$ cat src/rtl/lian_game_ctrl_if.sv
// lianliankan game controller bundle: move/select pulses, board ROM
// port and board status buses between input logic, controller and video.
interface lian_game_ctrl_if #(
  parameter int N      = 36,
  parameter int ADDR_W = 6,
  parameter int CARD_W = 8
);
  logic              up;
  logic              down;
  logic              left;
  logic              right;
  logic              s;
  logic [ADDR_W-1:0] card_addr;
  logic [CARD_W-1:0] card_id;
  logic [N-1:0]      cur_bus;
  logic [N-1:0]      sel_bus;
  logic [N-1:0]      blink_bus;
  logic [N-1:0]      hidden_bus;
  logic              ms;
  logic              mf;
  logic              en_input;
  logic [ADDR_W-1:0] pairs_left;
  logic              win;

  modport master (
    input  up, down, left, right, s, card_id,
    output card_addr, cur_bus, sel_bus, blink_bus, hidden_bus,
    output ms, mf, en_input, pairs_left, win
  );

  modport slave (
    output up, down, left, right, s, card_id,
    input  card_addr, cur_bus, sel_bus, blink_bus, hidden_bus,
    input  ms, mf, en_input, pairs_left, win
  );
endinterface

$ cat src/rtl/lian_game_ctrl.sv
// lianliankan game controller: cursor, two-card selection, ROM fetch,
// match decision, blink timing, hidden-card tracking and win detection.
module lian_game_ctrl #(
  parameter int ROWS      = 6,
  parameter int COLS      = 6,
  parameter int ADDR_W    = 6,
  parameter int CARD_W    = 8,
  parameter int BLINK_CYC = 50_000_000
) (
  input logic              clk,
  input logic              rst,
  lian_game_ctrl_if.master io
);
  localparam int N  = ROWS * COLS;
  localparam int RW = (ROWS > 1) ? $clog2(ROWS) : 1;
  localparam int CW = (COLS > 1) ? $clog2(COLS) : 1;
  localparam int TW = $clog2(BLINK_CYC + 1);

  typedef enum logic [2:0] {
    IDLE, FETCH0, FETCH1, FETCH2, CMP, SHOW, RESOLVE, DONE
  } state_t;

  state_t            state;
  logic [RW-1:0]     row, row_n;
  logic [CW-1:0]     col, col_n;
  logic [ADDR_W-1:0] idx, idx0, idx1, pairs;
  logic [N-1:0]      cur, sel, blink, hidden;
  logic [CARD_W-1:0] id0;
  logic [TW-1:0]     timer;
  logic              ms, mf, en, win, match, pick;

  assign idx = ADDR_W'(int'(row) * COLS + int'(col));
  assign cur = N'(1) << idx;

  // select always uses the cursor as it was before any coincident move
  assign pick = io.s && en && (state == IDLE)
              && ((cur & (hidden | sel)) == '0);

  always_comb begin
    row_n = row;
    col_n = col;
    priority case (1'b1)
      io.up:
        row_n = (row == '0) ? RW'(ROWS - 1) : row - 1'b1;
      io.down:
        row_n = (row == RW'(ROWS - 1)) ? '0 : row + 1'b1;
      io.left:
        col_n = (col == '0) ? CW'(COLS - 1) : col - 1'b1;
      io.right:
        col_n = (col == CW'(COLS - 1)) ? '0 : col + 1'b1;
      default: ;
    endcase
  end

  always_comb begin
    unique case (state)
      FETCH0:              io.card_addr = idx0;
      FETCH1, FETCH2, CMP: io.card_addr = idx1;
      default:             io.card_addr = idx;
    endcase
  end

  always_ff @(posedge clk) begin
    if (!rst) begin
      state  <= IDLE;
      row    <= '0;
      col    <= '0;
      sel    <= '0;
      blink  <= '0;
      hidden <= '0;
      ms     <= 1'b0;
      mf     <= 1'b0;
      en     <= 1'b1;
      pairs  <= ADDR_W'(N / 2);
      win    <= 1'b0;
      timer  <= '0;
      idx0   <= '0;
      idx1   <= '0;
      id0    <= '0;
      match  <= 1'b0;
    end else begin
      if (state != DONE) begin
        row <= row_n;
        col <= col_n;
      end
      ms <= 1'b0;
      mf <= 1'b0;
      unique case (state)
        IDLE: begin
          if (pick) begin
            sel <= sel | cur;
            if (sel == '0) begin
              idx0 <= idx;
            end else begin
              idx1  <= idx;
              en    <= 1'b0;
              state <= FETCH0;
            end
          end
        end
        FETCH0: state <= FETCH1;
        FETCH1: begin
          id0   <= io.card_id;
          state <= FETCH2;
        end
        // second ID arrives now; decide so the pulse lands in CMP
        FETCH2: begin
          match <= (id0 == io.card_id);
          ms    <= (id0 == io.card_id);
          mf    <= (id0 != io.card_id);
          state <= CMP;
        end
        CMP: begin
          blink <= sel;
          timer <= '0;
          state <= SHOW;
        end
        SHOW: begin
          if (timer == TW'(BLINK_CYC - 1)) begin
            blink <= '0;
            timer <= '0;
            state <= RESOLVE;
          end else begin
            timer <= timer + 1'b1;
          end
        end
        RESOLVE: begin
          sel <= '0;
          if (match && pairs != '0) begin
            hidden <= hidden | sel;
            pairs  <= pairs - 1'b1;
          end
          if (match && pairs == ADDR_W'(1)) begin
            win   <= 1'b1;
            en    <= 1'b0;
            state <= DONE;
          end else begin
            en    <= 1'b1;
            state <= IDLE;
          end
        end
        DONE: ;
        default: state <= IDLE;
      endcase
    end
  end

  assign io.sel_bus    = sel;
  assign io.blink_bus  = blink;
  assign io.hidden_bus = hidden;
  assign io.cur_bus    = cur;
  assign io.ms         = ms;
  assign io.mf         = mf;
  assign io.en_input   = en;
  assign io.pairs_left = pairs;
  assign io.win        = win;
endmodule
$ cat src/flat_wrapper.sv
// flat-port wrapper written by rule: the top's interface ports become plain ports
module lian_game_ctrl_flat 
#(
  parameter int ROWS      = 6,
  parameter int COLS      = 6,
  parameter int ADDR_W    = 6,
  parameter int CARD_W    = 8,
  parameter int BLINK_CYC = 50_000_000
)
  (clk, rst, io_up, io_down, io_left, io_right, io_s, io_card_id, io_card_addr, io_cur_bus, io_sel_bus, io_blink_bus, io_hidden_bus, io_ms, io_mf, io_en_input, io_pairs_left, io_win);
  lian_game_ctrl_if #(.ADDR_W(ADDR_W), .CARD_W(CARD_W)) io_i ();
  input logic clk;
  input logic rst;
  input wire logic [$bits(io_i.up)-1:0] io_up;
  input wire logic [$bits(io_i.down)-1:0] io_down;
  input wire logic [$bits(io_i.left)-1:0] io_left;
  input wire logic [$bits(io_i.right)-1:0] io_right;
  input wire logic [$bits(io_i.s)-1:0] io_s;
  input wire logic [$bits(io_i.card_id)-1:0] io_card_id;
  output wire logic [$bits(io_i.card_addr)-1:0] io_card_addr;
  output wire logic [$bits(io_i.cur_bus)-1:0] io_cur_bus;
  output wire logic [$bits(io_i.sel_bus)-1:0] io_sel_bus;
  output wire logic [$bits(io_i.blink_bus)-1:0] io_blink_bus;
  output wire logic [$bits(io_i.hidden_bus)-1:0] io_hidden_bus;
  output wire logic [$bits(io_i.ms)-1:0] io_ms;
  output wire logic [$bits(io_i.mf)-1:0] io_mf;
  output wire logic [$bits(io_i.en_input)-1:0] io_en_input;
  output wire logic [$bits(io_i.pairs_left)-1:0] io_pairs_left;
  output wire logic [$bits(io_i.win)-1:0] io_win;
  assign io_i.up = io_up;
  assign io_i.down = io_down;
  assign io_i.left = io_left;
  assign io_i.right = io_right;
  assign io_i.s = io_s;
  assign io_i.card_id = io_card_id;
  assign io_card_addr = io_i.card_addr;
  assign io_cur_bus = io_i.cur_bus;
  assign io_sel_bus = io_i.sel_bus;
  assign io_blink_bus = io_i.blink_bus;
  assign io_hidden_bus = io_i.hidden_bus;
  assign io_ms = io_i.ms;
  assign io_mf = io_i.mf;
  assign io_en_input = io_i.en_input;
  assign io_pairs_left = io_i.pairs_left;
  assign io_win = io_i.win;
  lian_game_ctrl #(.ROWS(ROWS), .COLS(COLS), .ADDR_W(ADDR_W), .CARD_W(CARD_W), .BLINK_CYC(BLINK_CYC)) u_core (.clk(clk), .rst(rst), .io(io_i));
endmodule
$ cat config.mk
export PLATFORM = sky130hd
export DESIGN_NAME = lian_game_ctrl_flat
export DESIGN_NICKNAME = d
export VERILOG_FILES = /design/src/rtl/lian_game_ctrl_if.sv /design/src/rtl/lian_game_ctrl.sv /design/src/flat_wrapper.sv
export SDC_FILE = /design/constraint.sdc
export NUM_CORES = 1
export LEC_CHECK = 0
export ABC_AREA = 1
export ABC_CLOCK_PERIOD_IN_PS = 8300
export CORE_MARGIN = 2
export CORE_UTILIZATION = 50
export DETAILED_ROUTE_END_ITERATION = 6
export PLACE_DENSITY = 0.75
export SETUP_SLACK_MARGIN = 0.1
export SLEW_MARGIN = 25
export SYNTH_ARGS = -nofsm -noshare
export SYNTH_HDL_FRONTEND = slang
export SYNTH_SLANG_ARGS = --single-unit
$ cat constraint.sdc
create_clock -name clk -period 8.3 [get_ports clk]
set_input_delay 1.66 -clock clk [delete_from_list [all_inputs] [get_ports clk]]
set_output_delay 1.66 -clock clk [all_outputs]
set_load 0.01 [all_outputs]
==> run_results.csv <==
group,metric,value,unit
grt,grt_pass1_vias,7926,
die,core-area,16600,um^2
min_path,min-delay-start,"u_core.id0[4]",
finish,area_growth,28.2,%
logic_synthesis,ys_ff_latch,174,
logic_synthesis,syn_avg_cell_area,6.79,um^2
place,hpwlAfterDp,18400,um
critical_path,critPathArrivalTime,3.50,ns
route,drt-pass1-iter-count,5,
logic_synthesis,syn_area,8500,um^2
critical_path,path_class,"flip-flop to output pin",
route,wl_per_cell,15.9,um
timing,drv_slew,0,
logic_synthesis,yosysWarnings,0,
logic_synthesis,synth_nets,1283,
grt,grt_first_pass_wirelength,41400,um
timing,period_needed,5.16,ns
critical_path,critPathMaxFanout,16,
clock_network,cts_resized,0,
clock_network,cts_tree,"yes",
timing,worst_slew_pin_slew,0.779,ns
status,outcome,"finished, final reports clean",
critical_path,cp_slowest_stage_delay,0.60,ns
power,max-vdd-ir-drop,0.158,mV
finish,drive_gt1_frac,0.0465,
critical_path,rrSetupSlack,4.32,ns
clock_network,htree_levels,4,
route,drcViolationCount,0,
logic_synthesis,synth_edf_count,0,
grt,antenna_found_initial,0,
logic_synthesis,synth.distinct_cells,43,
route,viasPerCell,5.26,
power,power.density,203,nW/um^2
clock_network,clkTransAtPathRegs,0.07,ns
die,num_rows,47,
clock_network,clock_path_buffers,2,
power,power_leakage,4.25,nW
logic_synthesis,synth.area.top_cells,"dfxtp_1 (41%), nor2_1 (10%), inv_1 (9.7%)",
critical_path,worst_setup_path_start_kind,"flip-flop",
timing,hold_viol_final,0,
route,drt_iter0_drc,860,
place,gp_congestion,0.908,
finish,n_antenna_cell,0,
logic_synthesis,yosysMostFrequentCell,"nor2_1",
route,vias,8621,
critical_path,rr_startpoint,"u_core.row[1]",
place,port_buffers,174,
critical_path,end_kind,"output pin",
critical_path,slowest_stage,"clkdlybuf4s50_1",
timing,rsz0062_at_grt,"false",
timing,max_slew_margin,0.481,
flow_run,drv_cap,0,
clock_network,cts_hold_buf,0,
clock_network,post_cts_buffers,0,
clock_network,cts_buffers,17,
logic_synthesis,yosys.area.top_type_share,0.410,
critical_path,worst_ep_required_time,6.64,ns
logic_synthesis,ys_seq_area_frac,0.410,
place,numPlacedInstances,1608,
timing,fin_tns_setup,0,ns
finish,nets,1438,
grt,grt_max_degree,69,
grt,grtUsageTotal,0.288,
critical_path,crit_top_cell,"nand2_1",
route,ant_nets,0,
logic_synthesis,async_flop_share,0,
die,ios,175,
logic_synthesis,postSynthCellCount,1252,
route,wirelength,26100,um
die,die_h,134,um
timing,setup_viol,0,
min_path,holdCritPathClass,"flip-flop to flip-flop",
die,chipWidth,134,um
clock_network,clock_sinks,174,
finish,multi_input_area,3950,um^2
logic_synthesis,yosysTopAreaCell,"dfxtp_1",
clock_network,root_buffer,"clkbuf_16",
die,initial_core_util,0.512,
logic_synthesis,ys.flop_type,"dfxtp_1",
finish,filler_cell_count,1514,
timing,max_freq,194,MHz
critical_path,cp_cell_sequence,"inv_1 -> ha_1 -> fa_1 -> nand2_1 -> nand2_1 -> nand2_2 -> nand2_1 -> nor2_1 -> inv_1 -> nor2_1 -> clkdlybuf4s50_1",
finish,seqCellArea,3480,um^2
clock_network,clkLatencyLatePin,0.44,ns
finish,stdcell_count,1640,
timing,clock_skew,0.0104,ns
grt,overflow,0,
die,dieArea,18000,um^2
logic_synthesis,synth_common_cells,"nor2_1 (226), inv_1 (219), nand2_1 (200), dfxtp_1 (174), a21oi_1 (88)",
critical_path,cp-startpoint,"u_core.row[1]",
timing,fin_crit_sh,0.622,
==> metal layers <==
metal,GRT usage,vias to the layer above,share of wire
met4,0.0871,0,0.020
met2,0.462,307,0.46
met1,0.383,3982,0.44
li1,-,4294,-
met3,0.0752,38,0.081
met5,0,-,0
==> final timing paths <==
kind                     endpoint  cells past startpoint
max reg2reg  u_core.io.sel_bus[5]                     16
max                io_cur_bus[26]                     11
min                 u_core.id0[4]                      2
min reg2reg         u_core.id0[4]                      2
==> power by group <==
part | leakage, nW | internal [W] | switching (W) | total, W
logic | 2.57 | 0.000169 | 0.000358 | 0.000527
registers | 1.41 | 0.000876 | 0.0000309 | 0.000907
clock network | 0.274 | 0.000402 | 0.000373 | 0.000775
total | 4.25 | 0.00145 | 0.000761 | 0.00221
==> final cells by class <==
cell class,count,area share
timing repair buffer,180,0.164
multi-input combinational,811,0.362
inverter,223,0.0769
clock inverter,14,0.0114
clock buffer,18,0.0403
tap,220,0.0253
sequential,174,0.320
==> cell usage in the layout (no fill, tap or decap), drive strengths merged, types with 4 or more instances in the layout <==
cell type	count
a21oi	88
a22oi	8
a31oi	4
buf	6
clkbuf	18
clkdlybuf4s50	174
clkinv	6
dfxtp	174
ha	13
inv	229
nand2	206
nand3	52
nand3b	6
nand4	24
nor2	232
nor3	54
nor4	6
o21ai	44
o22ai	37
or2	8
xor2	7
==> critical path: cells and delay by family, from the launching register on <==
family / cells / cell delay (ns)
flip-flops: 1 / 0.43
adder cells (fa/ha/maj): 2 / 0.82
buffers and inverters: 3 / 0.81
AND/OR/NAND/NOR: 6 / 1.02
==> registers in the layout, indices dropped and copies added, names as in the netlist <==
signal / flops
u_core.io.blink_bus: 36
u_core.io.ms: 1
u_core.io.hidden_bus: 36
u_core.state: 3
u_core.idx1: 6
u_core.io.win: 1
u_core.io.en_input: 1
u_core.io.pairs_left: 6
u_core.match: 1
u_core.io.mf: 1
u_core.io.sel_bus: 36
u_core.col: 3
u_core.idx0: 6
u_core.id0: 8
u_core.timer: 26
u_core.row: 3
==> logic make-up after synthesis <==
logic type,share of synthesized area
AND/OR/NAND/NOR,0.301
buffers and inverters,0.125
AO/OA/AOI/OAI,0.128
flip-flops,0.410
adder cells (fa/ha/maj),0.0262
XOR/XNOR,0.00928
==> metrics by stage <==
step,power [W],instance area (um^2),worst slack [ns],hold slack [ns],utilization
floorplan,0.00128,8500,4.53,0.442,-
global placement,0.00144,10300,3.69,0.454,0.623
detailed placement,0.00144,10300,3.64,0.459,0.623
CTS,0.00221,10900,3.16,0.470,0.657
global route,0.00230,10900,2.91,0.495,0.657
finish,0.00221,10900,3.14,0.469,0.657
Note: power is estimated with default switching activity, not from simulation.
